`config.mk`:
```
export PLATFORM = sky130hd
export DESIGN_NAME = gpr_mp
export DESIGN_NICKNAME = d
export VERILOG_FILES = /design/src/rtl/gpr_pkg.sv /design/src/rtl/gpr_scoreboard.sv /design/src/rtl/gpr_mp.sv
export SDC_FILE = /design/constraint.sdc
export NUM_CORES = 2
export LEC_CHECK = 0
export BUFFER_PORTS_ARGS = -buffer_cell sky130_fd_sc_hd__buf_2
export CAP_MARGIN = 10
export CORE_ASPECT_RATIO = 0.6
export CORE_MARGIN = 2
export CORE_UTILIZATION = 50
export CTS_CLUSTER_SIZE = 8
export DETAILED_ROUTE_END_ITERATION = 7
export GPL_TIMING_DRIVEN = 1
export PLACE_DENSITY = 0.66
export SYNTH_ARGS = -nofsm -noshare
export SYNTH_HDL_FRONTEND = slang
export SYNTH_SLANG_ARGS = --single-unit
```
`constraint.sdc`:
```
create_clock -name clk -period 53.1 [get_ports clk]
set_clock_uncertainty 0.1 [all_clocks]
set_input_delay 10.62 -clock clk [delete_from_list [all_inputs] [get_ports clk]]
set_output_delay 10.62 -clock clk [all_outputs]
set_load 0.01 [all_outputs]
```
`src/rtl/gpr_pkg.sv`:
```
// Shared constants and types for the multi-ported general-purpose register file.
package gpr_pkg;

    localparam int DW_DEF       = 32;
    localparam int AW_DEF       = 5;
    localparam int REG_ZERO     = 0;
    localparam int FLAG_REG_DEF = 30;

    typedef logic [AW_DEF-1:0] regAddr_t;
    typedef logic [DW_DEF-1:0] regData_t;

endpackage

```
`src/rtl/gpr_scoreboard.sv`:
```
// Pending late-write scoreboard: one busy bit per register plus a registered popcount.
module gpr_scoreboard
    import gpr_pkg::*;
#(
    parameter int AW = AW_DEF
) (
    input  logic                clk,
    input  logic                rst,
    input  logic                issueEn,
    input  logic [AW-1:0]       issueAddr,
    input  logic                retireEn,
    input  logic [AW-1:0]       retireAddr,
    output logic [2**AW-1:0]    busy,
    output logic [AW:0]         busyCnt
);

    localparam logic [AW-1:0] zeroAddr = AW'(REG_ZERO);

    logic [2**AW-1:0] busyNext;
    logic [AW:0]      cntNext;

    // Issue is applied after retire so a same-cycle issue to the retiring register keeps it busy.
    always_comb begin
        busyNext = busy;
        if (retireEn) begin
            busyNext[retireAddr] = 1'b0;
        end
        if (issueEn && issueAddr != zeroAddr) begin
            busyNext[issueAddr] = 1'b1;
        end
    end

    always_comb begin
        cntNext = '0;
        for (int i = 0; i < 2**AW; i++) begin
            cntNext = cntNext + (AW+1)'(busyNext[i]);
        end
    end

    always_ff @(posedge clk or posedge rst) begin
        if (rst) begin
            busy    <= '0;
            busyCnt <= '0;
        end else begin
            busy    <= busyNext;
            busyCnt <= cntNext;
        end
    end

endmodule

```
`src/rtl/gpr_mp.sv`:
```
// Two-read / two-write register file with an overflow-flag write path and
// optional same-cycle forwarding. Every enable is accepted the cycle it is high.
module gpr_mp
    import gpr_pkg::*;
#(
    parameter int DW       = DW_DEF,
    parameter int AW       = AW_DEF,
    parameter int FLAG_REG = FLAG_REG_DEF,
    parameter int BYPASS   = 1
) (
    input  logic            clk,
    input  logic            rst,
    input  logic [AW-1:0]   ra_addr,
    input  logic [AW-1:0]   rb_addr,
    output logic [DW-1:0]   ra_data,
    output logic [DW-1:0]   rb_data,
    output logic            ra_busy,
    output logic            rb_busy,
    input  logic            we0,
    input  logic [AW-1:0]   waddr0,
    input  logic [DW-1:0]   wdata0,
    input  logic            we1,
    input  logic [AW-1:0]   waddr1,
    input  logic [DW-1:0]   wdata1,
    input  logic            issue_en,
    input  logic [AW-1:0]   issue_addr,
    input  logic            ovf_en,
    input  logic            ovf,
    output logic [AW:0]     busy_cnt
);

    localparam logic [AW-1:0] zeroAddr = AW'(REG_ZERO);
    localparam logic [AW-1:0] flagAddr = AW'(FLAG_REG);

    logic [DW-1:0]    regs [2**AW];
    logic [2**AW-1:0] busy;
    logic [DW-1:0]    flagWord;
    logic [AW-1:0]    rdAddr [2];
    logic [DW-1:0]    rdData [2];
    logic             rdBusy [2];

    assign flagWord = {{(DW-1){1'b0}}, ovf};

    gpr_scoreboard #(.AW(AW)) u_scoreboard (
        .clk        (clk),
        .rst        (rst),
        .issueEn    (issue_en),
        .issueAddr  (issue_addr),
        .retireEn   (we1),
        .retireAddr (waddr1),
        .busy       (busy),
        .busyCnt    (busy_cnt)
    );

    // Later non-blocking assignments win, giving flag > W1 > W0 on a shared address.
    always_ff @(posedge clk or posedge rst) begin
        if (rst) begin
            for (int i = 0; i < 2**AW; i++) begin
                regs[i] <= '0;
            end
        end else begin
            if (we0 && waddr0 != zeroAddr) begin
                regs[waddr0] <= wdata0;
            end
            if (we1 && waddr1 != zeroAddr) begin
                regs[waddr1] <= wdata1;
            end
            if (ovf_en && flagAddr != zeroAddr) begin
                regs[flagAddr] <= flagWord;
            end
        end
    end

    assign rdAddr[0] = ra_addr;
    assign rdAddr[1] = rb_addr;

    always_comb begin
        for (int p = 0; p < 2; p++) begin
            rdData[p] = regs[rdAddr[p]];
            rdBusy[p] = busy[rdAddr[p]];
            if (BYPASS != 0) begin
                if (we0 && waddr0 == rdAddr[p]) begin
                    rdData[p] = wdata0;
                end
                if (we1 && waddr1 == rdAddr[p]) begin
                    rdData[p] = wdata1;
                    rdBusy[p] = 1'b0;
                end
                if (ovf_en && flagAddr == rdAddr[p]) begin
                    rdData[p] = flagWord;
                end
            end
            if (rdAddr[p] == zeroAddr) begin
                rdData[p] = '0;
                rdBusy[p] = 1'b0;
            end
        end
    end

    assign ra_data = rdData[0];
    assign rb_data = rdData[1];
    assign ra_busy = rdBusy[0];
    assign rb_busy = rdBusy[1];

endmodule
```
==> run_results.csv <==
group,metric,value,unit
outcome,status,"finished with violations",
outcome,violations,"DRC",
cts,cts_tree,"built",
route,via_per_inst,7.225,
global_routing,grt_util_all_layers,41.84,%
sta,finalHoldViolCount,0,
placement,globalplace.congestion,0.9920,
global_routing,grt_overflow,0,
route,drt-initial-drc-count,11150,
cts,cts_hold_buf,0,
worst_hold_path,hp-class,"register to register",
finish,fin_area,73530,sq um
floorplanning,coreArea,134700,sq um
worst_setup_path,worstPathCellList,"buf_8, buf_4, buf_12, buf_4, mux2i_1, o22ai_1, nor2_1, nand4_1, a21oi_1, o21ai_1, buf_2",
cts,cts_buffers,150,
route,wl,299000,um
synthesis,synth-main-ff-cell,"dfrtp_1",
sta,setup_viol,0,
route,vias,61350,
placement,placed_cells,8303,
synthesis,synth-edff-count,0,
sta,slew_headroom,5.871,%
cts,clkTransAtPathRegs,0.05,ns
synthesis,synthArstFlopShare,100.0,%
pwr,leakage,32.93,nW
finish,syn2layout_area_growth,7.800,%
cts,cts_sinks,1062,
pwr,irDropWorstVdd,0.09339,mV
worst_setup_path,cp_slowest_cell,"buf_4",
cts,htreeDepth,4,
cts,clockBufferDepth,3,
cts,post_cts.repair.setup_buffers,0,
sta,fin_setup_tns,0,ns
placement,pre_cts_ws,27.21,ns
worst_setup_path,cp_max_fo,117,
floorplanning,die-area,139500,sq um
route,first_pass_iters,8,
floorplanning,dieWidth,480.8,um
synthesis,yosys-top-cells-area,"dfrtp_1 39%, mux2i_1 21%, mux4_2 7.8%",
finish,final_util,54.60,%
placement,io_buffers,167,
sta,tightest_slew,1.403,ns
sta,worst_hold_slack,0.2994,ns
floorplanning,die_y,290.1,um
finish,final_nets,6784,
worst_setup_path,cp_data_required_time,42.38,ns
global_routing,grt_pass1_wl,422400,um
synthesis,ys_types,67,
synthesis,synth.avg_cell_area,9.678,sq um
cts,cts_resized,0,
cts,cts_root_buf,"clkbuf_16",
cts,insertion_delay,0.82,ns
sta,finalCritPeriodShare,49.27,%
route,drc,32,
floorplanning,io_pins,168,
flow_run,max_cap_violations,0,
worst_setup_path,crit_path_start_kind,"primary input",
sta,fmax,38.22,MHz
worst_setup_path,cp_top_family,"buffers and inverters",
sta,finalCriticalPeriod,26.17,ns
worst_setup_path,crit_type,"primary input to primary output",
synthesis,yosysTopAreaCellShare,38.96,%
floorplanning,row_count,104,
pwr,p_per_area,42.40,nW/um^2
global_routing,grt_pass1_vias,57200,
worst_setup_path,crit_path_frequent_cell,"buf_4",
global_routing,grt_max_degree,177,
worst_setup_path,endpoint_kind,"primary output",
global_routing,antenna_found_initial,35,
sta,worst_slack,26.94,ns
synthesis,synth_top_cell_by_area,"dfrtp_1",
synthesis,yosys_warnings,0,
synthesis,synthCells,7048,
finish,fin_cells,8491,
finish,drive_above_1_share,13.04,%
worst_setup_path,cp_num_buf_inv,5,
placement,place_hpwl,176500,um
synthesis,netlist_area,68210,sq um
worst_setup_path,max_stage_delay,0.91,ns
sta,rsz0062_at_grt,"no",
route,final_antenna_net_count,0,
worst_setup_path,worstPathArrival,15.44,ns
pwr,fin_total_pwr,3.117,mW
route,drt-wirelength-per-cell,35.22,um
placement,place_area,69420,sq um
sta,drv_slew,0,
synthesis,synth-seq-cells,1062,
floorplanning,start_util,50.65,%
synthesis,ys_seq_area_share,38.96,%
synthesis,syn_nets,7176,
==> cell usage after synthesis, drive strengths merged, types with 6 or more instances <==
cell type  number
a2111oi        20
a211oi         49
a21oi         660
a221oi         17
a22o           14
a22oi         188
a311oi         32
a31oi          14
a32o           18
a32oi         105
and2           15
and3            8
buf           284
clkbuf        611
dfrtp        1062
fa             24
ha              8
inv            60
mux2           18
mux2i        1438
mux4          237
nand2         547
nand2b         13
nand3         112
nand4          24
nor2          711
nor2b          37
nor3           11
nor3b           9
o2111a         10
o2111ai         6
o21ai         502
o221ai         40
o22ai          79
or2             6
xnor2          10
xor2           13
==> layer usage <==
metal	track usage, %	share of wire (%)
met3	23.41	18
met1	55.50	37
met5	3.249	0.25
met2	53.19	38
met4	21.87	6.2
==> worst register-to-register path, delay by kind of cell (launching register included) <==
kind / cells / cell delay (ns)
AOI/OAI and AO/OA: 3 / 0.63
buffers and inverters: 7 / 0.47
xor gates and xnor gates: 1 / 0.16
adders and majority gates: 9 / 4.00
DFF: 1 / 0.38
==> layout by cell type (no fill, tap or decap), types with 17 or more instances in the layout <==
cell       instances
inv_1             59
nor2_4            22
diode_2           19
fa_1              24
mux2i_1         1438
nor2_1           683
nand3_1          108
a311oi_1          32
nor2b_1           29
nand4_1           24
a2111oi_0         20
nand2_1          516
o21ai_0          480
clkbuf_16        156
a32oi_1          105
mux2_2            18
a211oi_1          49
a32o_1            18
a22oi_1          188
buf_2            161
a21oi_1          660
dfrtp_1         1062
mux4_2           237
o21ai_1           22
o22ai_1           79
o221ai_1          40
a221oi_1          17
nand2_2           18
buf_4            177
==> cell type report <==
type	instances	area, sq um
diodes	19	47.55
clock buffers	157	3918
clock inverters	9	97.59
fillers	11710	61150
inverters	61	236.5
multi-input cells	5030	38060
flip-flops and latches	1062	26580
well taps	1802	2255
repair buffers	351	2344
==> report_power, final <==
part | switching [mW] | leakage [nW] | internal [mW]
clock network | 0.376 | 1.98 | 0.515
logic | 0.561 | 17.9 | 0.459
registers | 0.183 | 13.0 | 1.02
total | 1.12 | 32.9 | 2.00
==> flip-flops by register name, summed over array words and instances (netlist names) <==
| register | cells |
|---|---|
| regs | 1024 |
| u_scoreboard.busy | 32 |
| u_scoreboard.busyCnt | 6 |
==> path summary, 6_finish.rpt <==
path,startpoint,end,slack [ns],depth (start not counted)
max in group asynchronous,rst,regs[674],39.53,5
min,regs[1022],regs[1022],0.30,0
min reg2reg,regs[1022],regs[1022],0.30,0
max,rb_addr[2],rb_data[18],26.94,11
min in group asynchronous,rst,regs[697],9.87,2
max reg2reg,u_scoreboard.busy[1],u_scoreboard.busyCnt[4],47.32,20
==> cell families (layout without fill, tap and decap cells) <==
family	count (synthesis)	count (layout)	synth area share (%)
and+or+nand+nor	1517	1517	9.212
adders and majority gates	32	32	0.8511
xor gates and xnor gates	23	23	0.2953
AOI/OAI and AO/OA	1765	1765	15.55
other	0	19	0
DFF	1062	1062	38.96
muxes	1693	1693	29.22
buffers and inverters	956	578	5.903
Power figures use the tool's default switching activity.
